==> src/rtl/enc_layer_seq.sv <==
// Sequencer for a time-multiplexed y = W*x + b layer driving one shared MAC/accumulator.
// Optional cycle_cnt performance counter is built when ENC_LAYER_SEQ_PERF_EN is defined.
module enc_layer_seq #(
    parameter int ROWS = 6,
    parameter int COLS = 10,
    parameter int WA_W = $clog2(ROWS * COLS),
    parameter int RI_W = (ROWS > 1) ? $clog2(ROWS) : 1,
    parameter int CI_W = (COLS > 1) ? $clog2(COLS) : 1
) (
    input  logic            clk,
    input  logic            reset,
    input  logic            start,
    input  logic            op_valid,
    input  logic            y_ready,
    output logic [WA_W-1:0] w_addr,
    output logic [CI_W-1:0] x_idx,
    output logic [RI_W-1:0] b_idx,
    output logic [RI_W-1:0] y_idx,
    output logic            acc_clr,
    output logic            acc_en,
    output logic            bias_en,
    output logic            y_wr,
    output logic            busy,
`ifdef ENC_LAYER_SEQ_PERF_EN
    output logic [15:0]     cycle_cnt,
`endif
    output logic            done
);

    typedef enum logic [2:0] {
        S_IDLE,
        S_CLEAR,
        S_MAC,
        S_BIAS,
        S_WRITE,
        S_DONE
    } state_e;

    localparam logic [CI_W-1:0] COL_LAST = CI_W'(COLS - 1);
    localparam logic [RI_W-1:0] ROW_LAST = RI_W'(ROWS - 1);

    state_e          state_q, state_d;
    logic [RI_W-1:0] row_q, row_d;
    logic [CI_W-1:0] col_q, col_d;

    always_ff @(posedge clk or negedge reset) begin
        if (!reset) begin
            state_q <= S_IDLE;
            row_q   <= '0;
            col_q   <= '0;
        end else begin
            state_q <= state_d;
            row_q   <= row_d;
            col_q   <= col_d;
        end
    end

    always_comb begin
        state_d = state_q;
        row_d   = row_q;
        col_d   = col_q;
        acc_clr = 1'b0;
        acc_en  = 1'b0;
        bias_en = 1'b0;
        y_wr    = 1'b0;
        busy    = 1'b1;
        done    = 1'b0;
        case (state_q)
            S_IDLE: begin
                busy = 1'b0;
                if (start) begin
                    state_d = S_CLEAR;
                    row_d   = '0;
                    col_d   = '0;
                end
            end
            S_CLEAR: begin
                acc_clr = 1'b1;
                state_d = S_MAC;
            end
            S_MAC: begin
                acc_en = 1'b1;
                // Without a valid operand the indices hold so the datapath retries the same column.
                if (op_valid) begin
                    if (col_q == COL_LAST) begin
                        col_d   = '0;
                        state_d = S_BIAS;
                    end else begin
                        col_d = col_q + CI_W'(1);
                    end
                end
            end
            S_BIAS: begin
                bias_en = 1'b1;
                state_d = S_WRITE;
            end
            S_WRITE: begin
                y_wr = 1'b1;
                if (y_ready) begin
                    if (row_q == ROW_LAST) begin
                        state_d = S_DONE;
                    end else begin
                        row_d   = row_q + RI_W'(1);
                        state_d = S_CLEAR;
                    end
                end
            end
            S_DONE: begin
                done    = 1'b1;
                state_d = S_IDLE;
                row_d   = '0;
                col_d   = '0;
            end
            default: begin
                busy    = 1'b0;
                state_d = S_IDLE;
                row_d   = '0;
                col_d   = '0;
            end
        endcase
    end

    // Row/col are zero outside a pass, so the indices read 0 in IDLE without extra gating.
    assign w_addr = WA_W'(int'(row_q) * COLS + int'(col_q));
    assign x_idx  = col_q;
    assign b_idx  = row_q;
    assign y_idx  = row_q;

`ifdef ENC_LAYER_SEQ_PERF_EN
    logic [15:0] cnt_q, cnt_d;

    always_comb begin
        cnt_d = cnt_q;
        if (state_q == S_IDLE) begin
            if (start) cnt_d = '0;
        end else if (cnt_q != 16'hFFFF) begin
            cnt_d = cnt_q + 16'd1;
        end
    end

    always_ff @(posedge clk or negedge reset) begin
        if (!reset) cnt_q <= '0;
        else        cnt_q <= cnt_d;
    end

    assign cycle_cnt = cnt_q;
`else
    // No performance counter in this build.
`endif

endmodule

==> config.mk <==
export PLATFORM = sky130hd
export DESIGN_NAME = enc_layer_seq
export DESIGN_NICKNAME = d
export VERILOG_FILES = /design/src/rtl/enc_layer_seq.sv
export SDC_FILE = /design/constraint.sdc
export NUM_CORES = 1
export LEC_CHECK = 0
export CORE_ASPECT_RATIO = 0.6
export CORE_MARGIN = 3
export CORE_UTILIZATION = 30
export DETAILED_ROUTE_END_ITERATION = 7
export GPL_ROUTABILITY_DRIVEN = 0
export GPL_TIMING_DRIVEN = 0
export SLEW_MARGIN = 20
export SYNTH_ARGS = -nofsm -noshare
export SYNTH_HDL_FRONTEND = slang
export SYNTH_SLANG_ARGS = --single-unit
==> constraint.sdc <==
create_clock -name clk -period 2.45 [get_ports clk]
set_input_delay 0.49 -clock clk [delete_from_list [all_inputs] [get_ports clk]]
set_output_delay 0.49 -clock clk [all_outputs]
set_load 0.03 [all_outputs]
# [Yosys cells after proc, flatten, opt, wreduce, memory -nomap -nowiden]
# Cells that the tools add are included.
[op_classes] n_addsub=3 multipliers=1 div_mod_pow=0 order_cmp=0 n_eq_ne=12 shifts=0 muxes=20 bitwise_logic=2 reduce_logical=7
[op_table] cell="$mux W3" n=8
[op_table] cell="$pmux W3 S5" n=1
[op_table] cell="$mux W4" n=3
[op_table] cell="$pmux W4 S3" n=1
[op_table] cell="$ne A2 B2 Y1 const B" n=5
[op_table] cell="$eq A3 B3 Y1 const B" n=3
[op_table] cell="$pmux W3 S3" n=1
[op_table] cell="$reduce_and A4 Y1" n=2
[op_table] cell="$add A6 B4 Y6" n=1
[op_table] cell="$eq A3 B2 Y1 const B" n=2
[op_table] cell="$mux W1" n=6
[op_table] cell="$reduce_or A3 Y1" n=2
[op_table] cell="$mul A3 B3 Y5 const B" n=1
[op_table] cell="$reduce_or A5 Y1" n=1
[op_table] cell="$add A4 B1 Y4 const B" n=1
[op_table] cell="$eq A4 B4 Y1 const B" n=1
[op_table] cell="$add A3 B1 Y3 const B" n=1
[op_table] cell="$eq A3 B1 Y1 const B" n=1
[op_table] cell="$logic_not A3 Y1" n=1
[op_table] cell="$reduce_and A3 Y1" n=1
[op_table] cell="$not A1 Y1" n=2
[word_totals] reg_bits=10 latchBits=0 ramBits=0 romBits=0 output_inout_bits=22 wordCells=48 memories=0

# [Logic depth before layout (Yosys ltp)]
[logic_depth] ltp_word=4 ltp_mapped=7 mapped_depth_nobuf=6

# [Worst setup path after synthesis]
# OpenSTA, ideal clock, no wires.
[synth_path] kind="reg2out" startpoint="reg row_q[0], in the netlist b_idx[0]" endpoint="out w_addr[5]" arrival_ns=2.002 slack_ns=-0.042 stages_incl_launch_ff=7 cell_sequence="dfrtp_1 > ha_1 > inv_1 > fa_1 > nor2b_1 > o21ai_0 > xnor2_1"
[synth_via] elab_chain_len=2
[synth_lines] element="start: declaration" line_no="43" source="logic [RI_W-1:0] row_q, row_d;"
[synth_lines] element="start signal: assignment" line_no="53" source="row_q <= row_d;"
[synth_lines] element="$mul A3 B3 Y5" line_no="124" source="assign w_addr = WA_W'(int'(row_q) * COLS + int'(col_q));"
[synth_lines] element="$add A6 B4 Y6" line_no="124"
[synth_lines] element="end: declaration" line_no="15" source="output logic [WA_W-1:0] w_addr,"
# Every way passes these cells.

# [Worst setup path in the final report]
[layout_path] startpoint="reg state_q[2]" endpoint="out acc_clr"
[layout_via] elab_chain_len=2
[layout_lines] element="start: declaration" line_no="42" source="state_e state_q, state_d;"
[layout_lines] element="start signal: assignment" line_no="52" source="state_q <= state_d;"
[layout_lines] element="$eq A3 B1 Y1" line_no="68" source="case (state_q)"
[layout_lines] element="$mux W1" line_no="68"
[layout_lines] element="end: declaration" line_no="19" source="output logic acc_clr,"
# Every way passes these cells.

==> flow_summary_export.csv <==
group,metric,value,unit
run_status,status,"completed",
detailed_routing,drc_errors,0,
synth,synth_xor_xnor_area_share,0.0385,
detailed_routing,dr.pass1.iters,4,
layout,layout_common_cells,"22 x clkdlybuf4s50_1, 9 x ha_1, 7 x buf_4",
detailed_routing,drt_iter0_drc,47,
power,peakVddDrop,587,uV
global_route,grt_use_total,0.125,
global_route,first_global_vias,772,
detailed_routing,via_per_inst,4.76,
cts,cts_tree,"done",
cts,clk_pin_slew,0.05,ns
floorplan,initial_core_util,0.337,
power,p_leak,0.596,nW
layout,antenna_cells,0,
power,p_switching,0.645,mW
synth,muxShareOfSynthArea,0.0550,
cts,root_buffer,"clkbuf_8",
power,pwr-share-clk,0.122,
detailed_routing,post_drt_wl_per_cell,12.8,um
worst_setup_path,cp_top_family,"buffers and inverters",
worst_hold_path,hold_class,"reg2reg",
cts,insertion_delay,0.23,ns
synth,syn_area,910,sq um
layout,layout_commonest_cell,"clkdlybuf4s50_1",
run,cap_viol_max_count,0,
worst_setup_path,path_cells,"buf_6, nor2_2, and2_1, clkdlybuf4s50_1",
cts,cts_buffer_depth,2,
timing,fin_worst_skew,0.000589,ns
global_route,antenna_found_initial,0,
detailed_routing,vias,771,
synth,synthesis.nets,107,
layout,instances_no_fill,162,
synth,synth_cell_type_count,41,
cts,numClockSinks,10,
power,power_frac_seq,0.210,
layout,n_fill_cell,261,
layout,layout-drive-gt1-share,0.295,
detailed_routing,ant_nets,0,
power,intPower,0.755,mW
floorplan,die_y,48.7,um
synth,syn_inst,91,
power,combPwrFrac,0.668,
timing,holdWs,0.575,ns
worst_setup_path,startpoint_type,"flop",
placement,hpwl,1.66,mm
global_route,grt_max_degree,11,
synth,synthSimpleGateAreaFrac,0.209,
worst_setup_path,critPathMaxStageDelay,0.67,ns
synth,synth_top_area_cell,"dfrtp_1",
worst_setup_path,worst_ep_arrival_time,1.86,ns
worst_setup_path,crit_fanout,10,
synth,yosys_warnings,0,
floorplan,rows,14,
floorplan,design.core.area,2700,sq um
global_route,grt_overflow,0,
power,powerDensity,1080,nW/um^2
global_route,grt_pass1_wl,3.75,mm
worst_setup_path,cp_data_required_time,1.96,ns
timing,fin_crit_sh,0.959,
worst_setup_path,crit_path_top_delay_cell,"clkdlybuf4s50_1",
synth,synth_top_family_by_area,"simple AND/OR/NAND/NOR gates",
synth,yosys.area.top_type_share,0.275,
layout,area_growth,42.0,%
worst_setup_path,end_kind,"output port",
timing,hold_violations,0,
synth,synthTopCellsByArea,"dfrtp_1 28%, ha_1 14%, buf_6 3.7%",
worst_setup_path,crit_type,"reg2out",
detailed_routing,finalWirelength,2.07,mm
floorplan,num_io_pins,27,
floorplan,die_area,3750,sq um
timing,slew_headroom,0.620,
timing,setup_viol,0,
placement,port_buffers,26,
synth,ys_seq_area_frac,0.275,
synth,syn_area_per_cell,10.0,sq um
synth,ys_ff_latch,10,
layout,fin_nets,140,
worst_setup_path,critPathBufInv,2,
cts,cts-buffers-inserted,3,
synth,synth_compound_area_frac,0.168,
power,swShare,0.460,
placement,place_inst,157,
timing,post-route-min-period,2.35,ns
timing,final_max_slew_viol_count,0,
timing,worstMarginPinSlew,0.565,ns
floorplan,dieWidth,77.1,um
cts,htreeDepth,1,
cts,hold_buffers,0,
timing,fmax,0.425,GHz
synth,synth-adder-area-share,0.160,
routing by layer:
| layer | routed length, um | GRT usage | up-vias |
|---|---|---|---|
| li1 | - | - | 385 |
| met1 | 1050 | 0.182 | 357 |
| met2 | 845 | 0.169 | 29 |
| met3 | 175 | 0.0537 | 0 |
| met4 | 0 | 0.0266 | 0 |
| met5 | 0 | 0 | - |
final timing paths:
kind / startpoint / endpoint / slack (ns) / depth (start not counted)
worst max-delay path: state_q[2] / acc_clr / 0.1 / 4
worst min-delay path: x_idx[2] / x_idx[2] / 0.57 / 1
worst max register to register: state_q[2] / x_idx[3] / 0.80 / 5
worst min register to register: x_idx[2] / x_idx[2] / 0.57 / 1
max in group asynchronous: reset / x_idx[2] / 1.50 / 1
min in group asynchronous: reset / state_q[2] / 0.59 / 1
cells in the mapped netlist, drive strengths merged:
cell type  instances
a211o              1
a211oi             2
a21boi             1
a21oi              4
a22oi              1
a31oi              5
and2               2
and3               2
and3b              2
buf                7
dfrtp             10
fa                 1
ha                10
inv                6
mux2               2
mux2i              2
nand2              4
nand2b             3
nand3              1
nor2               5
nor2b              2
nor3               2
nor3b              1
nor4b              1
o21a               1
o21ai              4
o22ai              1
o31a               1
or2                1
or2b               1
or3b               1
xnor2              2
xor2               2
per-stage QoR:
stage	TNS [ns]	cell area [sq um]	power [mW]	util	setup WS, ns
finish	0	1290	1.40	0.479	0.0995
global route	-0.00563	1290	1.50	0.479	-0.00563
CTS	0	1280	1.40	0.474	0.0391
detailed placement	-0.768	1230	1.22	0.455	-0.446
global placement	-0.656	1230	1.21	0.455	-0.422
floorplan	0	917	0.930	-	0.00485
cell families (layout without fill, tap and decap cells):
family	count (synthesis)	count (layout)
and+or+nand+nor	28	28
AOI/OAI and AO/OA	21	21
buffers and inverters	13	44
adders and majority gates	11	11
DFF	10	10
xor gates and xnor gates	4	4
muxes	4	4
area by class of cell:
| cell class | count | area, sq um | share of cell area |
|---|---|---|---|
| clock buffer | 3 | 41.3 | 0.0320 |
| tap | 40 | 50.0 | 0.0388 |
| timing repair buffer | 28 | 262 | 0.203 |
| buffer | 7 | 63.8 | 0.0494 |
| sequential | 10 | 255 | 0.198 |
| inverter | 6 | 22.5 | 0.0174 |
| multi-input combinational | 68 | 597 | 0.462 |
timing repair:
action / 4_1_cts / 5_1_grt
buffers inserted: 0 / 2
endpoints found under the setup margin: 4 / 2
resized for setup: 18 / 4
state kept, by name, summed over array words and instances, names as in the netlist:
name and count:
state_q 3, b_idx 3, x_idx 4
power by group through the flow:
stage / clock, mW / sequential [mW] / combinational, mW
CTS: 0.179 / 0.298 / 0.925
floorplan: 0 / 0.323 / 0.607
global placement: 0 / 0.292 / 0.917
global route: 0.186 / 0.305 / 1.01
finish: 0.171 / 0.294 / 0.935
detailed placement: 0 / 0.295 / 0.922
(Power assumes the default switching activity.)
